### config.mk
export PLATFORM = sky130hd
export DESIGN_NAME = score_display
export DESIGN_NICKNAME = d
export VERILOG_FILES = /design/src/rtl/snake_pkg.sv /design/src/rtl/seg7_decoder.sv /design/src/rtl/score_display.sv
export SDC_FILE = /design/constraint.sdc
export NUM_CORES = 1
export LEC_CHECK = 0
export ABC_AREA = 1
export CORE_ASPECT_RATIO = 1.4
export CORE_MARGIN = 5
export CORE_UTILIZATION = 53
export CTS_BUF_LIST = sky130_fd_sc_hd__clkbuf_16
export DETAILED_ROUTE_END_ITERATION = 10
export PLACE_DENSITY = 0.84
export SLEW_MARGIN = 20
export SYNTH_ARGS = -nofsm -noshare
export SYNTH_HDL_FRONTEND = slang
export SYNTH_SLANG_ARGS = --single-unit
### constraint.sdc
create_clock -name clk -period 1.8 [get_ports clk]
set_clock_uncertainty 0.15 [all_clocks]
set_input_delay 0.27 -clock clk [delete_from_list [all_inputs] [get_ports clk]]
set_output_delay 0.27 -clock clk [all_outputs]
set_load 0.005 [all_outputs]
### src/rtl/snake_pkg.sv
// Shared definitions for the score display path.
// Holds the conversion FSM state encoding, the seven-segment lookup table and
// the blank pattern, plus the double-dabble nibble adjust helper.
package snake_pkg;

  typedef enum logic [1:0] {
    ST_IDLE    = 2'd0,
    ST_CONVERT = 2'd1,
    ST_LOAD    = 2'd2
  } state_t;

  // Active-high segments, bit6..bit0 = g..a. Entry n is the glyph for digit n.
  localparam logic [9:0][6:0] SEG_TABLE = {
    7'h6F, 7'h7F, 7'h07, 7'h7D, 7'h6D,
    7'h66, 7'h4F, 7'h5B, 7'h06, 7'h3F
  };

  localparam logic [6:0] SEG_BLANK = 7'h00;

  // Double-dabble pre-shift correction: any nibble >= 5 gets +3 so the
  // following left shift carries correctly into the next decimal digit.
  function automatic logic [11:0] dd_adjust(input logic [11:0] bcd);
    logic [11:0] adj;
    for (int i = 0; i < 3; i++) begin
      adj[i*4 +: 4] = (bcd[i*4 +: 4] >= 4'd5) ? bcd[i*4 +: 4] + 4'd3 : bcd[i*4 +: 4];
    end
    return adj;
  endfunction

endpackage

### src/rtl/seg7_decoder.sv
// Purpose: map one BCD digit to its seven-segment glyph; codes 10-15 are blank.
// Latency: purely combinational, zero cycles.
// Backpressure: none, no handshake.
// Ports: i_digit - 4-bit digit code; o_seg - segments, bit6..bit0 = g..a.
import snake_pkg::*;

module seg7_decoder (
  input  logic [3:0] i_digit,
  output logic [6:0] o_seg
);

  always_comb begin
    o_seg = SEG_BLANK;
    if (i_digit <= 4'd9) begin
      o_seg = SEG_TABLE[i_digit];
    end
  end

endmodule

### src/rtl/score_display.sv
// Purpose: convert a 7-bit score to three seven-segment digits with leading-zero
//          blanking and a game-over blink.
// Latency: new digits visible 8 cycles after the start edge; busy high meanwhile.
// Backpressure: none; score changes while busy are not queued, only the latest
//          value is converted once the FSM is idle again.
// Ports: clk, rst (sync, active-high); dispScore - binary score 0..127;
//        isGameComplete - blink enable; ss0/ss1/ss2 - ones/tens/hundreds
//        segments (g..a); busy - conversion in progress.
import snake_pkg::*;

module score_display #(
  parameter int BLINK_DIV = 5_000_000
) (
  input  logic       clk,
  input  logic       rst,
  input  logic [6:0] dispScore,
  input  logic       isGameComplete,
  output logic [6:0] ss0,
  output logic [6:0] ss1,
  output logic [6:0] ss2,
  output logic       busy
);

  localparam int CNT_W = (BLINK_DIV > 1) ? $clog2(BLINK_DIV) : 1;

  state_t      r_state;
  logic [6:0]  r_last;
  logic [6:0]  r_bin;
  logic [11:0] r_bcd;
  logic [2:0]  r_iter;
  logic [3:0]  r_dig0;
  logic [3:0]  r_dig1;
  logic [3:0]  r_dig2;
  logic [CNT_W-1:0] r_blink_cnt;
  logic        r_blink_phase;

  logic [11:0] w_bcd_adj;
  logic [6:0]  w_seg0;
  logic [6:0]  w_seg1;
  logic [6:0]  w_seg2;

  assign w_bcd_adj = dd_adjust(r_bcd);

  // Conversion FSM. The iteration counter reaching 6 means this edge performs
  // the 7th shift, after which all binary bits have moved into the BCD field.
  always_ff @(posedge clk) begin
    if (rst) begin
      r_state <= ST_IDLE;
      r_last  <= 7'd0;
      r_bin   <= 7'd0;
      r_bcd   <= 12'd0;
      r_iter  <= 3'd0;
      r_dig0  <= 4'd0;
      r_dig1  <= 4'd0;
      r_dig2  <= 4'd0;
    end else begin
      case (r_state)
        ST_IDLE: begin
          if (dispScore != r_last) begin
            r_bin   <= dispScore;
            r_last  <= dispScore;
            r_iter  <= 3'd0;
            r_bcd   <= 12'd0;
            r_state <= ST_CONVERT;
          end
        end
        ST_CONVERT: begin
          r_bcd  <= {w_bcd_adj[10:0], r_bin[6]};
          r_bin  <= {r_bin[5:0], 1'b0};
          r_iter <= r_iter + 3'd1;
          if (r_iter == 3'd6) begin
            r_state <= ST_LOAD;
          end
        end
        ST_LOAD: begin
          r_dig0  <= r_bcd[3:0];
          r_dig1  <= r_bcd[7:4];
          r_dig2  <= r_bcd[11:8];
          r_state <= ST_IDLE;
        end
        default: r_state <= ST_IDLE;
      endcase
    end
  end

  // Blink timer: free-runs only while the game is over; otherwise held in the
  // visible phase so the digits show steadily.
  always_ff @(posedge clk) begin
    if (rst || !isGameComplete) begin
      r_blink_cnt   <= '0;
      r_blink_phase <= 1'b1;
    end else if (r_blink_cnt == CNT_W'(BLINK_DIV - 1)) begin
      r_blink_cnt   <= '0;
      r_blink_phase <= ~r_blink_phase;
    end else begin
      r_blink_cnt <= r_blink_cnt + CNT_W'(1);
    end
  end

  seg7_decoder u_dec0 (.i_digit(r_dig0), .o_seg(w_seg0));
  seg7_decoder u_dec1 (.i_digit(r_dig1), .o_seg(w_seg1));
  seg7_decoder u_dec2 (.i_digit(r_dig2), .o_seg(w_seg2));

  // Leading-zero blanking: tens blanks only when hundreds is also zero; ones
  // always shows. The dark blink phase overrides everything.
  assign ss2  = (!r_blink_phase || r_dig2 == 4'd0) ? SEG_BLANK : w_seg2;
  assign ss1  = (!r_blink_phase || (r_dig2 == 4'd0 && r_dig1 == 4'd0)) ? SEG_BLANK : w_seg1;
  assign ss0  = (!r_blink_phase) ? SEG_BLANK : w_seg0;
  assign busy = (r_state != ST_IDLE);

endmodule

==> run_results.csv, run 1 <==
group,metric,value,unit
critical_path,startpoint,"r_dig2[0]$_SDFFE_PP0N_",
clock_network,clk_latency,350,ps
critical_path,r2r_slack,-150,ps
outcome,violations,"setup timing",
global_routing,grt-ovfl-total,0,
clock_network,cts-root-buf,"clkbuf_16",
synthesis,synth_ff_type,"dfxtp_1",
routing,vias,4719,
synthesis,synth_edf_count,0,
global_routing,antenna_found_initial,0,
sta,timing_hold_violations_final,0,
routing,route.detailed.drc,0,
critical_path,reg2regPathDepth,8,
sta,fin_hold_ws,331.0,ps
outcome,status,"complete, but fails checks",
synthesis,syn_nets,663,
clock_network,cts_made_buffers,9,
critical_path,worstPathCellList,"nor2_2, a21oi_2, buf_4, a21oi_4, buf_6, nor3b_2, buf_2",
worst_hold_path,hp-class,"flop to flop",
placed_design,portBuffers,31,
sta,worst_pin_slew,374.5,ps
run,max_cap_violations,0,
critical_path,crit_fanout,4,
synthesis,syn-cell-area,4612,um^2
clock_network,htreeDepth,3,
routing,wl_per_cell,16.14,um
pwr,power_density,681.4,nW/um^2
critical_path,arrival,1610,ps
placed_design,dpl-instance-area,5465,um^2
floorplanning,dieArea,10690,um^2
synthesis,yosysUniqueCellTypes,37,
sta,maxSlewHeadroom,74.83,%
layout,drive_gt1_share,31.54,%
floorplanning,die_w,88.84,um
clock_network,cts_tree,"done",
sta,worst_slack,-231.2,ps
layout,final_common_cell,"nand2_1",
critical_path,cp-end-kind,"primary output",
layout,fin_nets,776,
routing,viasPerCell,5.552,
synthesis,synthCells,629,
critical_path,critPathRequiredTime,1380,ps
global_routing,first_global_vias,4481,
sta,final_max_slew_viol_count,0,
sta,layout_min_cycle_time,2031,ps
floorplanning,ios,32,
layout,syn_to_final_growth,35.70,%
routing,wl,13.72,mm
critical_path,crit_end,"ss1[5]",
global_routing,grt_max_degree,20,
global_routing,groute.usage.overall,23.09,%
clock_network,cts-hold-fix-buffers,0,
layout,final_cell_mix,"nand2_1, dfxtp_1, inv_1",
placed_design,gp_congestion,0.9532,
floorplanning,initial_utilization,53.89,%
synthesis,synth.yosys.seq_area_share,38.20,%
critical_path,cpPeakStageDelay,350,ps
floorplanning,row_count,40,
placed_design,dpl.hpwl,8.267,mm
layout,insertedDiodeCount,0,
pwr,power_leakage,2.706,nW
sta,period_share,112.8,%
critical_path,reg2reg_from,"r_state[0]$_SDFFE_PP0P_",
critical_path,worstSetupPathType,"flop to primary output",
synthesis,async_flop_share,0,%
routing,dr.first_iter.drc_count,249,
pwr,peakVddDrop,0.0005578,V
clock_network,clock_sinks,88,
floorplanning,core,8558,um^2
sta,clock.fmax,0.4923,GHz
sta,final-setup-viol-count,21,
critical_path,critPathLaunchType,"flop",
sta,rsz0062_at_grt,"true",
layout,stdcell_area,6259,um^2
clock_network,clk_pin_slew_worst_paths,70,ps
clock_network,clock_path_buffers,2,
critical_path,cp_slowest_cell,"dfxtp_2",
global_routing,grt_first_pass_wirelength,19.59,mm
synthesis,ys_ff_latch,88,
floorplanning,fp.dieH,120.4,um
routing,dr.pass1.iters,8,
synthesis,ys_warn_count,0,
routing,ant_nets,0,
synthesis,syn_area_per_cell,7.332,um^2
cell type report:
type / count / area [um^2]
Clock buffer: 9 / 225.2
Clock inverter: 5 / 75.07
Fill cell: 560 / 2300
Inverter: 87 / 332.8
Multi-Input combinational cell: 440 / 2701
Sequential cell: 88 / 1782
Tap cell: 105 / 131.4
Timing Repair Buffer: 116 / 1011
worst min-delay path by stage:
stage | startpoint | endpoint | depth (start not counted)
2_1_floorplan | rst | flop | 2
3_5_place_dp | r_last[4]$_SDFFE_PP0P_ | r_last[4]$_SDFFE_PP0P_ | 2
6_report | r_bin[0]$_SDFFE_PP0P_ | r_bin[0]$_SDFFE_PP0P_ | 2
4_1_cts | r_last[4]$_SDFFE_PP0P_ | r_last[4]$_SDFFE_PP0P_ | 2
3_3_place_gp | r_last[2]$_SDFFE_PP0P_ | r_last[2]$_SDFFE_PP0P_ | 2
5_1_grt | r_blink_cnt[22]$_SDFF_PP0_ | r_blink_cnt[22]$_SDFF_PP0_ | 2
critical path: cells and delay by family (launching register included):
kind | cells | cell delay, ps
buffers and inverters | 3 | 440
AO/OA/AOI/OAI | 2 | 200
flip-flops | 1 | 350
AND/OR/NAND/NOR | 2 | 270
synth_stat cells, types with 4 or more instances:
cell type  count  area [um^2]
nand2_1      135        506.7
dfxtp_1       88         1762
inv_1         82        307.8
nor2_1        68        255.2
nand3_1       44        220.2
a21oi_1       33        165.2
o21ai_0       26        130.1
ha_1          24        300.3
nor3_1        15        75.07
a21oi_2       10        87.58
nor2_2        10        62.56
nor3_2        10        100.1
nand2_2        9        56.30
nand4_1        7        43.79
nor3b_1        7        52.55
xor2_1         6        52.55
buf_2          5        25.02
inv_2          5        18.77
clkbuf_1       4        15.01
or2_2          4        25.02
xnor2_1        4        35.03
layer usage:
metal	vias up	share of wire (%)	wire (um)	track usage [%]
met5	-	0	0	0
met4	0	6.2	857	11.44
met3	85	4.8	656	4.499
met2	193	54	7451	43.82
met1	2204	35	4753	22.79
li1	2237	-	-	-
logic make-up (layout without fill, tap and decap cells):
logic type / count (synthesis) / after routing / share of synthesized area (%)
XOR/XNOR: 10 / 10 / 1.899
AO/OA/AOI/OAI: 80 / 80 / 10.12
flip-flops: 88 / 88 / 38.20
AND/OR/NAND/NOR: 326 / 326 / 33.72
adder cells (fa/ha/maj): 24 / 24 / 6.511
buffers and inverters: 101 / 217 / 9.550
repair_timing:
item                                   in CTS  in global routing
setup endpoints to repair                  47                 54
pin swaps                                   7                 22
gates resized for setup                   106                 66
endpoints found under the hold margin       0                  0
gates cloned                                0                  1
buffers inserted                            9                 17
metrics by stage:
step	cells	utilization [%]	power, mW	setup TNS (ps)	setup slack [ps]
2_1_floorplan	629	-	2.209	0	13.93
3_3_place_gp	811	63.86	2.324	-4119	-158.9
3_5_place_dp	811	63.86	2.338	-7634	-221.9
4_1_cts	833	68.71	4.245	-1156	-129.4
5_1_grt	850	73.13	4.383	-4134	-266.8
6_report	850	73.13	4.264	-2211	-231.2
power by group:
group	total [mW]	internal [mW]	leakage, nW	switching [mW]
Sequential	2.00	1.98	0.718	0.0221
Combinational	0.317	0.143	1.84	0.174
Clock	1.95	1.19	0.146	0.760
Total	4.26	3.31	2.71	0.955
No activity file was read; power rests on OpenSTA's default activity.
==> inputs of run 2 (changes only) <==
- SKIP_LAST_GASP: unset -> 1
==> run_results.csv, run 2 (synthesized netlist as in run 1, its figures left out) <==
group,metric,value,unit
clock_network,cts-hold-fix-buffers,0,
clock_network,clk_latency,350,ps
routing,wl_met3,636,um
placed_design,dpl-instance-area,5465,um^2
pwr,p_total,4.263,mW
placed_design,gp_congestion,0.9532,
clock_network,clock_path_buffers,2,
routing,viasPerCell,5.451,
layout,final_cell_mix,"nand2_1, dfxtp_1, inv_1",
sta,clock.fmax,0.5018,GHz
placed_design,post-place-ws,-221.9,ps
sta,final-setup-viol-count,29,
clock_network,clk_pin_slew_worst_paths,60,ps
global_routing,grt_first_pass_wirelength,19.51,mm
outcome,status,"complete, but fails checks",
layout,stdcell_area,6276,um^2
outcome,violations,"setup timing",
routing,dr.pass1.iters,5,
routing,wl,13.40,mm
pwr,power_density,679.2,nW/um^2
floorplanning,dieArea,10690,um^2
floorplanning,initial_utilization,53.89,%
routing,wl_per_cell,15.69,um
sta,timing_hold_violations_final,0,
global_routing,grt-ovfl-total,0,
critical_path,crit_fanout,4,
routing,met1_length,4.690,mm
critical_path,critPathLaunchType,"flop",
critical_path,worstSetupPathType,"flop to primary output",
clock_network,cts_made_buffers,9,
placed_design,portBuffers,31,
run,max_cap_violations,0,
routing,wl_met2,7.399,mm
layout,final_common_cell,"nand2_1",
sta,maxSlewHeadroom,74.02,%
layout,postLayoutCoreUtil,73.33,%
placed_design,dpl.hpwl,8.267,mm
layout,instances_no_fill,854,
sta,final_max_slew_viol_count,0,
clock_network,htreeDepth,3,
routing,dr.first_iter.drc_count,271,
sta,layout_min_cycle_time,1993,ps
floorplanning,ios,32,
critical_path,cp-end-kind,"primary output",
sta,period_share,110.7,%
worst_hold_path,hp-class,"flop to flop",
sta,rsz0062_at_grt,"true",
layout,fin_nets,780,
critical_path,critPathRequiredTime,1380,ps
global_routing,antenna_found_initial,0,
layout,drive_gt1_share,31.78,%
floorplanning,core,8558,um^2
routing,route.top_layer_used,"met4",
global_routing,grt_max_degree,20,
placed_design,placed_cells,811,
clock_network,clock_sinks,88,
floorplanning,row_count,40,
global_routing,first_global_vias,4505,
layout,insertedDiodeCount,0,
floorplanning,fp.dieH,120.4,um
global_routing,groute.usage.overall,22.96,%
pwr,peakVddDrop,0.0005454,V
pwr,power_leakage,2.742,nW
floorplanning,die_w,88.84,um
clock_network,cts-root-buf,"clkbuf_16",
layout,syn_to_final_growth,36.08,%
routing,ant_nets,0,
clock_network,cts_tree,"done",
critical_path,arrival,1570,ps
routing,route.detailed.drc,0,
routing,vias,4655,
sta,worst_pin_slew,386.4,ps
sta,worst_slack,-192.9,ps
==> run 2: final timing paths <==
kind / startpoint / end / slack (ps) / cells after the start
worst min-delay path: r_bin[0]$_SDFFE_PP0P_ / r_bin[0]$_SDFFE_PP0P_ / 330 / 2
worst max register to register: r_state[0]$_SDFFE_PP0P_ / flop / -180 / 10
worst min register to register: r_bin[0]$_SDFFE_PP0P_ / r_bin[0]$_SDFFE_PP0P_ / 330 / 2
worst max-delay path: r_dig1[1]$_SDFFE_PP0N_ / ss1[4] / -190 / 6
==> run 2: timing repair <==
action | in CTS | in global routing
pin swaps | 7 | 30
gates resized for setup | 96 | 72
cloned | 0 | 1
buffers inserted | 9 | 21
endpoints found under the setup margin | 47 | 57
==> run 2: cell type report <==
cell class	count	area, um^2
Fill cell	558	2282
Sequential cell	88	1779
Tap cell	105	131.4
Clock inverter	5	75.07
Inverter	87	332.8
Multi-Input combinational cell	440	2696
Timing Repair Buffer	120	1036
Clock buffer	9	225.2
==> run 2: power breakdown <==
group,switching [mW],internal (mW)
sequential,0.0222,1.98
clock,0.760,1.19
combinational,0.170,0.143
==> run 2: per-stage QoR <==
stage	hold WS (ps)	setup TNS, ps
4_1_cts	327.3	-1739
6_report	329.0	-3278
3_5_place_dp	318.2	-7634
2_1_floorplan	259.2	0
5_1_grt	343.6	-6395
3_3_place_gp	309.2	-4119
==> run 2: metal layers <==
metal / vias to the layer above / GRT usage, %
li1: 2243 / -
met2: 172 / 43.08
met4: 0 / 14.08
met5: - / 0
met1: 2170 / 22.32
met3: 70 / 3.817
==> run 2: worst max-delay path: stages (launching register included) <==
cell	delay (ps)
dfxtp_1	400
inv_1	120
nand3_1	170
a21oi_4	100
buf_6	140
nor3b_2	170
buf_2	150
==> inputs of run 3 (changes only) <==
- CTS_CLUSTER_DIAMETER: unset -> 50
- SLEW_MARGIN: 20 -> 5
==> results of run 3 <==
The final DEF is identical to that of run 2; final timing and power are the same.
